File: src/rtl/fetcher_pkg.sv
// -----------------------------------------------------------------------------
// fetcher_pkg
// Shared definitions for the multi-warp instruction fetcher:
//   fetcher_state_t : per-warp fetch FSM state with fixed encodings
//   DEF_*           : default parameter values
//   idx_width()     : width of an index into N items (at least 1 bit)
// -----------------------------------------------------------------------------
package fetcher_pkg;

    typedef enum logic [1:0] {
        IDLE     = 2'b00,
        WAITING  = 2'b01,
        FETCHING = 2'b10,
        FETCHED  = 2'b11
    } fetcher_state_t;

    localparam int DEF_NUM_WARPS   = 4;
    localparam int DEF_ADDR_WIDTH  = 12;
    localparam int DEF_INSTR_WIDTH = 32;

    function automatic int idx_width(input int n);
        return (n > 1) ? $clog2(n) : 1;
    endfunction

endpackage

File: src/rtl/multi_warp_fetcher_rr_arbiter.sv
// -----------------------------------------------------------------------------
// rr_arbiter
// Purely combinational round-robin arbiter. Grants the first requester found
// when searching upward from ptr_i, wrapping modulo N.
// Ports:
//   req_i       [N-1:0]  request vector
//   ptr_i       [IW-1:0] search start index
//   grant_o     [N-1:0]  one-hot grant (all zero when no request)
//   grant_idx_o [IW-1:0] index of the granted requester (0 when none)
// -----------------------------------------------------------------------------
module rr_arbiter
    import fetcher_pkg::*;
#(
    parameter  int N  = 4,
    localparam int IW = idx_width(N)
) (
    input  logic [N-1:0]  req_i,
    input  logic [IW-1:0] ptr_i,
    output logic [N-1:0]  grant_o,
    output logic [IW-1:0] grant_idx_o
);

    logic          found;
    logic [IW-1:0] idx;

    always_comb begin
        grant_o     = '0;
        grant_idx_o = '0;
        found       = 1'b0;
        idx         = '0;
        for (int i = 0; i < N; i++) begin
            idx = IW'((32'(ptr_i) + 32'(i)) % 32'(N));
            if (!found && req_i[idx]) begin
                found        = 1'b1;
                grant_o[idx] = 1'b1;
                grant_idx_o  = idx;
            end
        end
    end

endmodule

File: src/rtl/multi_warp_fetcher.sv
// -----------------------------------------------------------------------------
// multi_warp_fetcher
// Serves NUM_WARPS warps from one shared instruction-memory read port. Each
// warp owns a fetch FSM (IDLE/WAITING/FETCHING/FETCHED), a captured PC and an
// instruction holding register. A round-robin arbiter hands the port to one
// WAITING warp at a time; only one request is outstanding.
//
// Memory handshake: read_valid/read_address are raised on the grant edge and
// held stable until a cycle with read_ready=1; that cycle transfers the data.
// read_ready while read_valid=0 is ignored.
//
// Ports:
//   clk, reset (async, active low)
//   fetch_req/flush/consume [NUM_WARPS]     per-warp controls
//   pc [NUM_WARPS*ADDR_WIDTH]                warp w at [w*ADDR_WIDTH +: ADDR_WIDTH]
//   instruction_mem_read_valid/_address      request to memory
//   instruction_mem_read_ready/_data         response from memory
//   fetcher_state [NUM_WARPS*2]              per-warp FSM state
//   instruction [NUM_WARPS*INSTR_WIDTH]      per-warp held instruction
//   instruction_valid [NUM_WARPS]            warp is in FETCHED
// Optional (macro FETCHER_PERF_COUNTERS_EN):
//   perf_fetch_count [32], perf_stall_cycles [32]
// -----------------------------------------------------------------------------
module multi_warp_fetcher
    import fetcher_pkg::*;
#(
    parameter int NUM_WARPS   = DEF_NUM_WARPS,
    parameter int ADDR_WIDTH  = DEF_ADDR_WIDTH,
    parameter int INSTR_WIDTH = DEF_INSTR_WIDTH
) (
    input  logic                             clk,
    input  logic                             reset,
    input  logic [NUM_WARPS-1:0]             fetch_req,
    input  logic [NUM_WARPS*ADDR_WIDTH-1:0]  pc,
    input  logic [NUM_WARPS-1:0]             flush,
    input  logic [NUM_WARPS-1:0]             consume,
    output logic                             instruction_mem_read_valid,
    output logic [ADDR_WIDTH-1:0]            instruction_mem_read_address,
    input  logic                             instruction_mem_read_ready,
    input  logic [INSTR_WIDTH-1:0]           instruction_mem_read_data,
    output logic [NUM_WARPS*2-1:0]           fetcher_state,
    output logic [NUM_WARPS*INSTR_WIDTH-1:0] instruction,
    output logic [NUM_WARPS-1:0]             instruction_valid
`ifdef FETCHER_PERF_COUNTERS_EN
    ,
    output logic [31:0]                      perf_fetch_count,
    output logic [31:0]                      perf_stall_cycles
`endif
);

    localparam int IDXW = idx_width(NUM_WARPS);

    fetcher_state_t         state_q [NUM_WARPS];
    fetcher_state_t         state_d [NUM_WARPS];
    logic [ADDR_WIDTH-1:0]  pc_q    [NUM_WARPS];
    logic [ADDR_WIDTH-1:0]  pc_d    [NUM_WARPS];
    logic [INSTR_WIDTH-1:0] instr_q [NUM_WARPS];
    logic [INSTR_WIDTH-1:0] instr_d [NUM_WARPS];

    logic                  rd_valid_q, rd_valid_d;
    logic [ADDR_WIDTH-1:0] rd_addr_q, rd_addr_d;
    logic                  bus_busy_q, bus_busy_d;
    logic [IDXW-1:0]       owner_q, owner_d;
    logic [IDXW-1:0]       rr_ptr_q, rr_ptr_d;
    logic                  discard_q, discard_d;

    logic [NUM_WARPS-1:0]  req_vec;
    logic [NUM_WARPS-1:0]  grant_oh;
    logic [IDXW-1:0]       grant_idx;
    logic                  grant;
    logic                  complete;
    logic                  keep;

    // A warp being flushed this cycle must not be handed the bus.
    always_comb begin
        req_vec = '0;
        for (int w = 0; w < NUM_WARPS; w++) begin
            req_vec[w] = (state_q[w] == WAITING) && !flush[w];
        end
    end

    rr_arbiter #(.N(NUM_WARPS)) u_arb (
        .req_i       (req_vec),
        .ptr_i       (rr_ptr_q),
        .grant_o     (grant_oh),
        .grant_idx_o (grant_idx)
    );

    // bus_busy_q is still set in the cycle the transfer completes, so the
    // earliest next grant is naturally the following cycle.
    assign grant    = !bus_busy_q && (|grant_oh);
    assign complete = rd_valid_q && instruction_mem_read_ready;
    // Data is kept only if the owner was neither flushed earlier nor now.
    assign keep     = complete && !discard_q && !flush[owner_q];

    always_comb begin
        state_d    = state_q;
        pc_d       = pc_q;
        instr_d    = instr_q;
        rd_valid_d = rd_valid_q;
        rd_addr_d  = rd_addr_q;
        bus_busy_d = bus_busy_q;
        owner_d    = owner_q;
        rr_ptr_d   = rr_ptr_q;
        discard_d  = discard_q;

        if (complete) begin
            rd_valid_d = 1'b0;
            bus_busy_d = 1'b0;
            discard_d  = 1'b0;
            rr_ptr_d   = (owner_q == IDXW'(NUM_WARPS - 1)) ? '0 : owner_q + 1'b1;
        end

        if (grant) begin
            rd_valid_d = 1'b1;
            rd_addr_d  = pc_q[grant_idx];
            bus_busy_d = 1'b1;
            owner_d    = grant_idx;
            discard_d  = 1'b0;
        end

        for (int w = 0; w < NUM_WARPS; w++) begin
            if (flush[w]) begin
                state_d[w] = IDLE;
                // Request stays on the bus; remember to drop its data.
                if (state_q[w] == FETCHING && !complete) begin
                    discard_d = 1'b1;
                end
            end else begin
                unique case (state_q[w])
                    IDLE: begin
                        if (fetch_req[w]) begin
                            state_d[w] = WAITING;
                            pc_d[w]    = pc[w*ADDR_WIDTH +: ADDR_WIDTH];
                        end
                    end
                    WAITING: begin
                        if (grant && grant_oh[w]) begin
                            state_d[w] = FETCHING;
                        end
                    end
                    FETCHING: begin
                        if (keep && owner_q == IDXW'(w)) begin
                            state_d[w] = FETCHED;
                            instr_d[w] = instruction_mem_read_data;
                        end
                    end
                    FETCHED: begin
                        if (consume[w]) begin
                            if (fetch_req[w]) begin
                                state_d[w] = WAITING;
                                pc_d[w]    = pc[w*ADDR_WIDTH +: ADDR_WIDTH];
                            end else begin
                                state_d[w] = IDLE;
                            end
                        end
                    end
                    default: state_d[w] = IDLE;
                endcase
            end
        end
    end

    always_ff @(posedge clk or negedge reset) begin
        if (!reset) begin
            for (int w = 0; w < NUM_WARPS; w++) begin
                state_q[w] <= IDLE;
                pc_q[w]    <= '0;
                instr_q[w] <= '0;
            end
            rd_valid_q <= 1'b0;
            rd_addr_q  <= '0;
            bus_busy_q <= 1'b0;
            owner_q    <= '0;
            rr_ptr_q   <= '0;
            discard_q  <= 1'b0;
        end else begin
            state_q    <= state_d;
            pc_q       <= pc_d;
            instr_q    <= instr_d;
            rd_valid_q <= rd_valid_d;
            rd_addr_q  <= rd_addr_d;
            bus_busy_q <= bus_busy_d;
            owner_q    <= owner_d;
            rr_ptr_q   <= rr_ptr_d;
            discard_q  <= discard_d;
        end
    end

    assign instruction_mem_read_valid   = rd_valid_q;
    assign instruction_mem_read_address = rd_addr_q;

    always_comb begin
        fetcher_state     = '0;
        instruction       = '0;
        instruction_valid = '0;
        for (int w = 0; w < NUM_WARPS; w++) begin
            fetcher_state[2*w +: 2]                 = state_q[w];
            instruction[w*INSTR_WIDTH +: INSTR_WIDTH] = instr_q[w];
            instruction_valid[w]                    = (state_q[w] == FETCHED);
        end
    end

`ifdef FETCHER_PERF_COUNTERS_EN
    logic [31:0] perf_fetch_q;
    logic [31:0] perf_stall_q;
    logic        any_waiting;

    always_comb begin
        any_waiting = 1'b0;
        for (int w = 0; w < NUM_WARPS; w++) begin
            if (state_q[w] == WAITING) any_waiting = 1'b1;
        end
    end

    always_ff @(posedge clk or negedge reset) begin
        if (!reset) begin
            perf_fetch_q <= '0;
            perf_stall_q <= '0;
        end else begin
            if (keep)                      perf_fetch_q <= perf_fetch_q + 32'd1;
            if (any_waiting && bus_busy_q) perf_stall_q <= perf_stall_q + 32'd1;
        end
    end

    assign perf_fetch_count  = perf_fetch_q;
    assign perf_stall_cycles = perf_stall_q;
`endif

endmodule

File: config.mk
export PLATFORM = sky130hd
export DESIGN_NAME = multi_warp_fetcher
export DESIGN_NICKNAME = d
export VERILOG_FILES = /design/src/rtl/fetcher_pkg.sv /design/src/rtl/multi_warp_fetcher_rr_arbiter.sv /design/src/rtl/multi_warp_fetcher.sv
export SDC_FILE = /design/constraint.sdc
export NUM_CORES = 1
export LEC_CHECK = 0
export BUFFER_PORTS_ARGS = -buffer_cell sky130_fd_sc_hd__buf_4
export CAP_MARGIN = 30
export CORE_ASPECT_RATIO = 1.4
export CORE_MARGIN = 5
export CORE_UTILIZATION = 45
export CTS_BUF_LIST = sky130_fd_sc_hd__clkbuf_4
export DETAILED_ROUTE_END_ITERATION = 12
export PLACE_DENSITY = 0.73
export SYNTH_ARGS = -nofsm -noshare
export SYNTH_HDL_FRONTEND = slang
export SYNTH_SLANG_ARGS = --single-unit
export TNS_END_PERCENT = 30
File: constraint.sdc
create_clock -name clk -period 3.3 [get_ports clk]
set_input_delay 0.66 -clock clk [delete_from_list [all_inputs] [get_ports clk]]
set_output_delay 0.66 -clock clk [all_outputs]
set_load 0.01 [all_outputs]
==> results of run 1 <==
## cell families after synthesis
logic type	after synthesis	share of synthesized area
flops	202	0.559
fa+ha+maj	28	0.0387
compound gates	48	0.0394
mux	233	0.291
buf+inv	47	0.0249
simple gates	79	0.0468
## final timing paths
| check | from | endpoint | slack [ns] | depth (start not counted) |
|---|---|---|---|---|
| setup / recovery | rr_ptr_q[1] | instruction_mem_read_address[3] | 0.14 | 8 |
| hold / removal | reset | instruction[58] | 0.05 | 1 |
| setup reg to reg | rr_ptr_q[1] | instruction_mem_read_address[3] | 0.14 | 8 |
| hold reg to reg | instruction_mem_read_address[0] | instruction_mem_read_address[0] | 0.50 | 1 |
| max in group asynchronous | reset | fetcher_state[6] | 2.37 | 2 |
| min in group clk | instruction_mem_read_ready | bus_busy_q | 0.22 | 2 |
## cell usage in the layout, fill, tap and decap left out, types with 5 or more instances in the layout
cell / Yosys / routed
o211ai_1: 5 / 5
nor2b_1: 5 / 5
buf_12: 0 / 7
ha_1: 28 / 28
mux2_4: 7 / 7
mux2_1: 6 / 6
mux2_2: 177 / 177
nor3_1: 6 / 6
nand3_1: 11 / 11
dfrtp_1: 202 / 202
o21ai_0: 6 / 6
nand2_1: 21 / 21
nor2_1: 7 / 7
a21oi_1: 9 / 8
clkbuf_4: 0 / 69
nand2b_1: 8 / 8
clkinv_1: 0 / 12
nand4_1: 8 / 8
inv_1: 18 / 18
buf_4: 0 / 264
mux2i_1: 40 / 40
## power groups by stage
stage / Sequential [W] / Combinational (W) / Clock (W)
after detailed placement: 0.00357 / 0.00387 / 0
after global placement: 0.00355 / 0.00379 / 0
after floorplan: 0.00367 / 0.00230 / 0
final: 0.00353 / 0.00385 / 0.00203
after CTS: 0.00353 / 0.00388 / 0.00211
after global routing: 0.00362 / 0.00419 / 0.00225
## cell type report
class | instances | share of cell area
well taps | 252 | 0.0263
repair buffers | 272 | 0.178
inverters | 18 | 0.00564
diodes | 1 | 0.000209
flip-flops and latches | 202 | 0.422
clock inverters | 15 | 0.00731
clock buffers | 69 | 0.0432
multi-input cells | 388 | 0.317
## critical path, delay by kind of cell (launching register included)
family	cells	cell delay, ns
flip-flops	1	0.34
AO/OA/AOI/OAI	1	0.45
AND/OR/NAND/NOR	2	0.58
buffers and inverters	2	0.29
adder cells (fa/ha/maj)	1	0.46
multiplexers	2	0.92
## timing repair
| item | CTS | global route |
|---|---|---|
| resized for setup | 0 | 1 |
| setup endpoints to repair | 0 | 10 |
| hold buffers | 0 | 0 |
## layer usage
| layer | track usage | wire length [um] | vias up |
|---|---|---|---|
| met1 | 0.240 | 8540 | 3186 |
| met4 | 0.0841 | 769 | 0 |
| met3 | 0.0668 | 1790 | 49 |
| met2 | 0.377 | 13000 | 214 |
| li1 | - | - | 2909 |
| met5 | 0 | 0 | - |
## sequential cells by signal, summed over array words and instances, names as in the netlist
| register | flops |
|---|---|
| bus_busy_q | 1 |
| rr_ptr_q | 2 |
| instruction | 128 |
| pc_q | 48 |
| instruction_mem_read_address | 12 |
| owner_q | 2 |
| discard_q | 1 |
| fetcher_state | 8 |
## metrics by stage
step	setup slack, ns	total power, W	area (um^2)	utilization
6_report	0.138	0.00941	12000	0.604
5_1_grt	0.00425	0.0101	12000	0.604
4_1_cts	0.154	0.00953	12000	0.604
3_5_place_dp	0.0929	0.00745	11400	0.573
3_3_place_gp	0.137	0.00734	11400	0.573
2_1_floorplan	0.000876	0.00596	9040	-
==> impl_results.md, run 1 <==
- Status: finished clean
- Cell leakage power: 6.15 nW
- Comb pwr share: 0.409
- Yosys cell types: 44
- CTS tree: built
- Total GRT Usage: 0.214
- Avg Inst Size Synth: approximately 14 um^2
- Final nets: approximately 1100
- Maximum clock rate: approximately 0.32 GHz
- Worst-path clk slew: 0.07 ns
- Post-synth ARST share: 1.00
- Critical path launch point type: register
- Filler cell count in the final layout: around 1600
- Pin count of the biggest net entering global routing: just over 90
- WP data required: around 3.8 ns
- Clock network fraction of total power: 0.216
- Area of the core: a little under 20000 um^2
- Seq/Total Area, Yosys: 0.559
- Min-Delay Path Class: input port to async pin
- Clock latency on the worst-skew pair: between 0.6 and 0.7 ns
- Global route total overflow: 0
- 1st-pass router iterations: 4
- Post-route minimum period: between 3 and 4 ns
- Drt wl/cell: between 15 and 20 um
- Final hold violation count: 0
- H-tree depth: 2
- Vias in the first global route: 7041
- CTS Buffer Depth: 3
- Max cap viols: 0
- Max rail drop VDD: ~0.00055 V
- Peak per-stage delay on the critical path: 0.61 ns
- Slew HR: 0.501
- Critical path capture point type: register
- Placer Congestion: about 0.95
- Post-DRT Antenna Nets: 0
- Synth top area cells: dfrtp_1, mux2_2, mux2i_1
- Initial Util: 0.456
- Antenna violations before repair: 1
- Final worst path period share: 0.958
- Top-count cell post-synth: dfrtp_1
- Switching power: around 0.0032 W
- Mapped Area: 9040 um^2
- Internal power: ~0.0062 W
- Max-slew violations: 0
- Die Wd: roughly 130 um
- RSZ-0062 raised after global routing: no
- Routed wire length: between 20 and 25 mm
- Slowest-stage cell, CP: mux4_2
- PD cells: a little under 800 nW/um^2
- Most used flip-flop cell after synthesis: dfrtp_1
- First-pass GRT wire length: approximately 38 mm
- Die height: approximately 180 um
- Worst-path maximum fanout: 16
- Footprint of the multi-input gates: ~3800 um^2
- Post-CTS setup buffers: 0
- Avg Vias per Cell: approximately 5.2
- Root Buffer: clkbuf_4
- Synth Warn #: 0
- Clock skew: 0.0419 ns
- CP Class: register to register
- CTS buffer count: 51
- Post-synth top area share: 0.559
- Clock Sink Count: approximately 200
- Synth Register Bits: slightly above 200
- Switch share: 0.339
- DR DRC count: 0
- Worst-margin pin slew: roughly 0.75 ns
- I/O pin cnt: between 200 and 250
- Post-synth EDFFs: 0
- PortBufs: roughly 250
- Synth top cells by count: dfrtp_1, mux2_2, mux2i_1
- DP Cell Count: around 1100
- Fin cells: about 1200
- Mapped Cells: 637
- Die area: ~23000 um^2
- FF+latch area: roughly 5000 um^2
- DR vias: approximately 6400
- Synth Net Count: between 700 and 800
- Largest area contributor in the netlist: dfrtp_1
- Setup Viol. Count Final: 0
- Row cnt: 61
- Crit path cell chain: inv_1 -> ha_1 -> mux4_2 -> and4_4 -> or3_1 -> o41a_1 -> buf_12 -> mux2_1
- Arr. time, crit path: 3.68 ns
- DRT iter0 DRCs: 199
- Share of layout cells above drive strength 1: 0.566
- Setup_tns: 0 ns
- Area Overhead vs Synth: 32.5%
- Sequential Power Share: 0.375
- Worst hold slack: 0.0511 ns
- Hpwl dp: between 15 and 20 mm
(Power assumes the default switching activity.)
==> run 2: changes to the inputs <==
--- a/config.mk
+++ b/config.mk
@@ -7,12 +7,15 @@
 export LEC_CHECK = 0
 export BUFFER_PORTS_ARGS = -buffer_cell sky130_fd_sc_hd__buf_4
 export CAP_MARGIN = 30
+export CELL_PAD_IN_SITES_DETAIL_PLACEMENT = 0
+export CELL_PAD_IN_SITES_GLOBAL_PLACEMENT = 1
 export CORE_ASPECT_RATIO = 1.4
 export CORE_MARGIN = 5
-export CORE_UTILIZATION = 45
+export CORE_UTILIZATION = 39
 export CTS_BUF_LIST = sky130_fd_sc_hd__clkbuf_4
 export DETAILED_ROUTE_END_ITERATION = 12
-export PLACE_DENSITY = 0.73
+export HOLD_SLACK_MARGIN = 0.08
+export PLACE_DENSITY_LB_ADDON = 0.1
 export SYNTH_ARGS = -nofsm -noshare
 export SYNTH_HDL_FRONTEND = slang
 export SYNTH_SLANG_ARGS = --single-unit
==> impl_results.md, run 2 (synthesized netlist as in run 1, its figures left out) <==
- Crit path cell chain: inv_1 -> ha_1 -> nor2b_1 -> mux4_2 -> nor2_1 -> and2_1 -> or3_1 -> o41a_1 -> buf_12 -> mux2_1
- DRT iter0 DRCs: ~170
- Max cap viols: 0
- Clock skew: between 0.02 and 0.03 ns
- Peak per-stage delay on the critical path: around 0.45 ns
- Post-CTS setup buffers: 0
- Area of the core: between 20000 and 25000 um^2
- Final worst path period share: 0.958
- Placer Congestion: slightly above 0.8
- Worst hold slack: 0.215 ns
- Clock Sink Count: 202
- Worst-path clk slew: 0.07 ns
- Post-DRT Antenna Nets: 0
- WP data required: 3.82 ns
- Hpwl dp: 18.6 mm
- Max rail drop VDD: roughly 0.00039 V
- Area Overhead vs Synth: 34.2%
- Cell leakage power: roughly 6.2 nW
- Arr. time, crit path: 3.68 ns
- Die area: roughly 26000 um^2
- Slew HR: 0.415
- Internal power: 0.00624 W
- Max reg flops: about 130
- Fin cells: 1287
- Status: finished clean
- DR DRC count: 0
- Setup_tns: 0 ns
- Sequential Power Share: 0.372
- Max-slew violations: 0
- Share of layout cells above drive strength 1: 0.564
- Critical path capture point type: register
- Pin count of the biggest net entering global routing: 75
- CTS tree: built
- Maximum clock rate: roughly 0.32 GHz
- Most common cell after layout, fill and taps aside: buf_4
- Final hold violation count: 0
- Die Wd: about 140 um
- Avg Vias per Cell: around 5.0
- Vias in the first global route: approximately 7400
- Min-Delay Path Class: input port to register
- Root Buffer: clkbuf_4
- PD cells: around 800 nW/um^2
- Drt wl/cell: 20.0 um
- Tot Pwr: 0.00955 W
- Row cnt: between 60 and 70
- PortBufs: roughly 250
- Total GRT Usage: 0.194
- Most frequent cells in the layout: buf_4, dfrtp_1, mux2_2
- DP Cell Count: roughly 1200
- DR vias: approximately 6400
- RSZ-0062 raised after global routing: no
- Die height: between 150 and 200 um
- Clock network fraction of total power: 0.215
- Slowest-stage cell, CP: o41a_1
- CTS Buffer Depth: 3
- Critical path launch point type: register
- Final nets: between 1000 and 1500
- Post-route minimum period: about 3.2 ns
- First-pass GRT wire length: just over 40 mm
- Clock latency on the worst-skew pair: between 0.6 and 0.7 ns
- Switch share: 0.346
- Routed wire length: around 26 mm
- Comb pwr share: 0.413
- Core Util, Final: 0.527
- Switching power: around 0.0033 W
- Antenna violations before repair: 1
- Worst-path maximum fanout: 16
- Global route total overflow: 0
- CP Class: register to register
- H-tree depth: 2
- 1st-pass router iterations: 4
- Setup Viol. Count Final: 0
- Initial Util: 0.393
- I/O pin cnt: around 250
- CTS buffer count: between 50 and 60
- Worst-margin pin slew: slightly below 0.9 ns
-- run 2: power by group through the flow --
stage	Sequential (W)	Combinational, W	Clock, W
after CTS	0.00356	0.00402	0.00215
after global routing	0.00364	0.00430	0.00228
after global placement	0.00356	0.00392	0
after detailed placement	0.00360	0.00400	0
final	0.00355	0.00394	0.00205
after floorplan	0.00367	0.00230	0
-- run 2: worst max-delay path, delay by kind of cell (launching register included) --
family	cells	cell delay, ns
mux	2	0.69
flops	1	0.38
compound gates	1	0.45
simple gates	4	1.00
buf+inv	2	0.28
fa+ha+maj	1	0.22
-- run 2: timing repair --
action,4_1_cts,5_1_grt
hold buffers,1,0
endpoints found under the hold margin,71,0
gates resized for setup,0,0
-- run 2: layout make-up --
type	instances	area [um^2]
inverters	18	67.6
fillers	2003	10900
well taps	306	383
flip-flops and latches	202	5050
repair buffers	274	2170
multi-input cells	388	3820
clock buffers	72	541
diodes	3	7.51
clock inverters	24	98.8
-- run 2: routing by layer --
metal / global-route usage / vias to the layer above / routed length (um)
met4: 0.0832 / 0 / 1030
met2: 0.344 / 235 / 13400
met5: 0 / - / 0
li1: - / 2940 / -
met1: 0.212 / 3197 / 9420
met3: 0.0644 / 73 / 1850
-- run 2: final timing paths --
kind                                                      start                              end  slack [ns]  cells past startpoint
min in group asynchronous                                 reset                         pc_q[29]        0.60                      2
max in group asynchronous                                 reset                  instruction[60]        1.90                      3
worst max register to register                 fetcher_state[5]  instruction_mem_read_address[3]        0.14                     10
worst min-delay path                 instruction_mem_read_ready                       bus_busy_q        0.22                      2
worst min register to register  instruction_mem_read_address[1]  instruction_mem_read_address[1]        0.50                      1
worst max-delay path                           fetcher_state[5]  instruction_mem_read_address[3]        0.14                     10
-- run 2: per-stage QoR --
| step | cell area [um^2] | setup slack (ns) |
|---|---|---|
| finish | 12100 | 0.138 |
| global route | 12100 | 0.00696 |
| global placement | 11500 | 0.0844 |
| detailed placement | 11500 | 0.0790 |
| floorplan | 9040 | 0.000876 |
| CTS | 12100 | 0.127 |
==> run 3: changes to the inputs <==
--- a/config.mk
+++ b/config.mk
@@ -5,15 +5,15 @@
 export SDC_FILE = /design/constraint.sdc
 export NUM_CORES = 1
 export LEC_CHECK = 0
-export BUFFER_PORTS_ARGS = -buffer_cell sky130_fd_sc_hd__buf_4
-export CAP_MARGIN = 30
+export CAP_MARGIN = 20
 export CELL_PAD_IN_SITES_DETAIL_PLACEMENT = 0
 export CELL_PAD_IN_SITES_GLOBAL_PLACEMENT = 1
 export CORE_ASPECT_RATIO = 1.4
 export CORE_MARGIN = 5
-export CORE_UTILIZATION = 39
+export CORE_UTILIZATION = 45
 export CTS_BUF_LIST = sky130_fd_sc_hd__clkbuf_4
 export DETAILED_ROUTE_END_ITERATION = 12
+export DONT_BUFFER_PORTS = 1
 export HOLD_SLACK_MARGIN = 0.08
 export PLACE_DENSITY_LB_ADDON = 0.1
 export SYNTH_ARGS = -nofsm -noshare
==> impl_results.md, run 3 (synthesized netlist as in run 1, its figures left out) <==
- Status: finished with violations
- Violated checks: hold timing
- Worst-path clk slew: ~0.070 ns
- Initial Util: 0.456
- DRT iter0 DRCs: 237
- Max-slew violations: 0
- R2r endpoint: instruction_mem_read_address[5]
- Pin count of the biggest net entering global routing: around 200
- Switch share: 0.345
- Internal power: 0.00575 W
- Min-Delay Path Class: input port to async pin
- Flop2flop setup slack: ~0.15 ns
- Drt wl/cell: around 24 um
- R2R cell count: 9
- PortBufs: 0
- Row cnt: between 60 and 70
- Maximum clock rate: around 0.32 GHz
- Most common cell after layout, fill and taps aside: dfrtp_1
- Arr. time, crit path: approximately 3.7 ns
- Hpwl dp: 16.3 mm
- Max reg flops: about 130
- Clock Sink Count: 202
- WP data required: approximately 3.8 ns
- Crit path cell chain: inv_1 -> ha_1 -> nand2b_4 -> mux4_2 -> and4_4 -> or3_1 -> o41a_1 -> buf_4 -> mux2_1
- Critical path launch point type: register
- Crit-path leading delay family: multiplexers
- Area Overhead vs Synth: 11.9%
- Hold buffers post-CTS: 3
- Max rail drop VDD: around 0.00034 V
- Max cap viols: 0
- Final worst path period share: 0.953
- RR Startpoint: fetcher_state[3]
- Placer Congestion: ~0.89
- Clock latency on the worst-skew pair: between 0.6 and 0.7 ns
- Setup_tns: 0 ns
- 1st-pass router iterations: 4
- CTS tree: built
- RSZ-0062 raised after global routing: no
- Footprint of the multi-input gates: approximately 3800 um^2
- Setup ws final: about 0.15 ns
- Comb pwr share: 0.338
- Cell leakage power: between 4 and 5 nW
- DR vias: approximately 5500
- Final hold violation count: just over 200
- Share of layout cells above drive strength 1: 0.417
- Switching power: a little over 0.003 W
- Sequential Power Share: 0.426
- Setup Viol. Count Final: 0
- Total GRT Usage: 0.204
- Most frequent cells in the layout: dfrtp_1, mux2_2, clkbuf_4
- Worst-margin pin slew: around 0.9 ns
- Routed wire length: about 23 mm
- Worst Path Buf+Inv: 2
- Post-DRT Antenna Nets: 0
- Post-CTS setup buffers: 0
- Antenna violations before repair: 3
- Global route total overflow: 0
- Worst hold slack: -0.276 ns
- Tot Pwr: 0.00878 W
- Worst-path maximum fanout: 16
- Avg Vias per Cell: about 5.6
- Root Buffer: clkbuf_4
- CP Class: register to register
- Final nets: 808
- First-pass GRT wire length: about 36 mm
- Filler cell count in the final layout: between 1500 and 2000
- Vias in the first global route: 6308
- Post-route minimum period: between 3 and 4 ns
- CTS buffer count: a little under 50
- Peak per-stage delay on the critical path: about 0.55 ns
- Slowest-stage cell, CP: mux4_2
- Die height: between 150 and 200 um
- Die area: approximately 23000 um^2
- H-tree depth: 2
- Clock skew: 0.0466 ns
- I/O pin cnt: 248
- Core Util, Final: 0.510
- DR DRC count: 0
- Slew HR: 0.415
- Critical path capture point type: register
- FF+latch area: 5050 um^2
- Post_cts resized: 0
- PD cells: approximately 870 nW/um^2
- Die Wd: 130 um
- DP Worst Slack: 0.176 ns
- CTS Buffer Depth: 3
- Area of the core: 19800 um^2
- Clock network fraction of total power: 0.236
-- run 3: through the flow --
stage / instance area [um^2] / std cells
5_1_grt: 10100 / 975
4_1_cts: 10100 / 973
3_3_place_gp: 9460 / 883
3_5_place_dp: 9460 / 883
2_1_floorplan: 9040 / 637
6_report: 10100 / 975
-- run 3: worst max path at each step --
stage,from,end,slack (ns),cells past startpoint
global placement,fetcher_state[0],instruction_mem_read_address[5],0.21,9
finish,fetcher_state[3],instruction_mem_read_address[5],0.15,9
detailed placement,fetcher_state[3],instruction_mem_read_address[5],0.18,10
floorplan,rr_ptr_q[1],instruction_mem_read_address[10],0.0009,10
CTS,fetcher_state[3],instruction_mem_read_address[0],0.15,10
global route,fetcher_state[3],instruction_mem_read_address[0],0.02,9
-- run 3: metal layers --
layer	wire length [um]	share of wire	GRT usage	up-vias
met5	13	0.00056	0	-
met4	852	0.036	0.0849	2
met3	2430	0.10	0.0846	61
met2	12100	0.52	0.355	224
met1	8000	0.34	0.217	2798
li1	-	-	-	2420
-- run 3: area by class of cell --
cell class / instances / area share
repair buffers: 26 / 0.0250
clock buffers: 71 / 0.0527
multi-input cells: 388 / 0.375
diodes: 2 / 0.000494
well taps: 252 / 0.0311
clock inverters: 16 / 0.00939
inverters: 18 / 0.00667
flip-flops and latches: 202 / 0.499
-- run 3: power by group through the flow --
stage	combinational (W)	sequential, W	clock, W
detailed placement	0.00298	0.00380	0
floorplan	0.00230	0.00367	0
global placement	0.00294	0.00378	0
CTS	0.00301	0.00376	0.00216
global route	0.00328	0.00382	0.00230
finish	0.00296	0.00374	0.00207
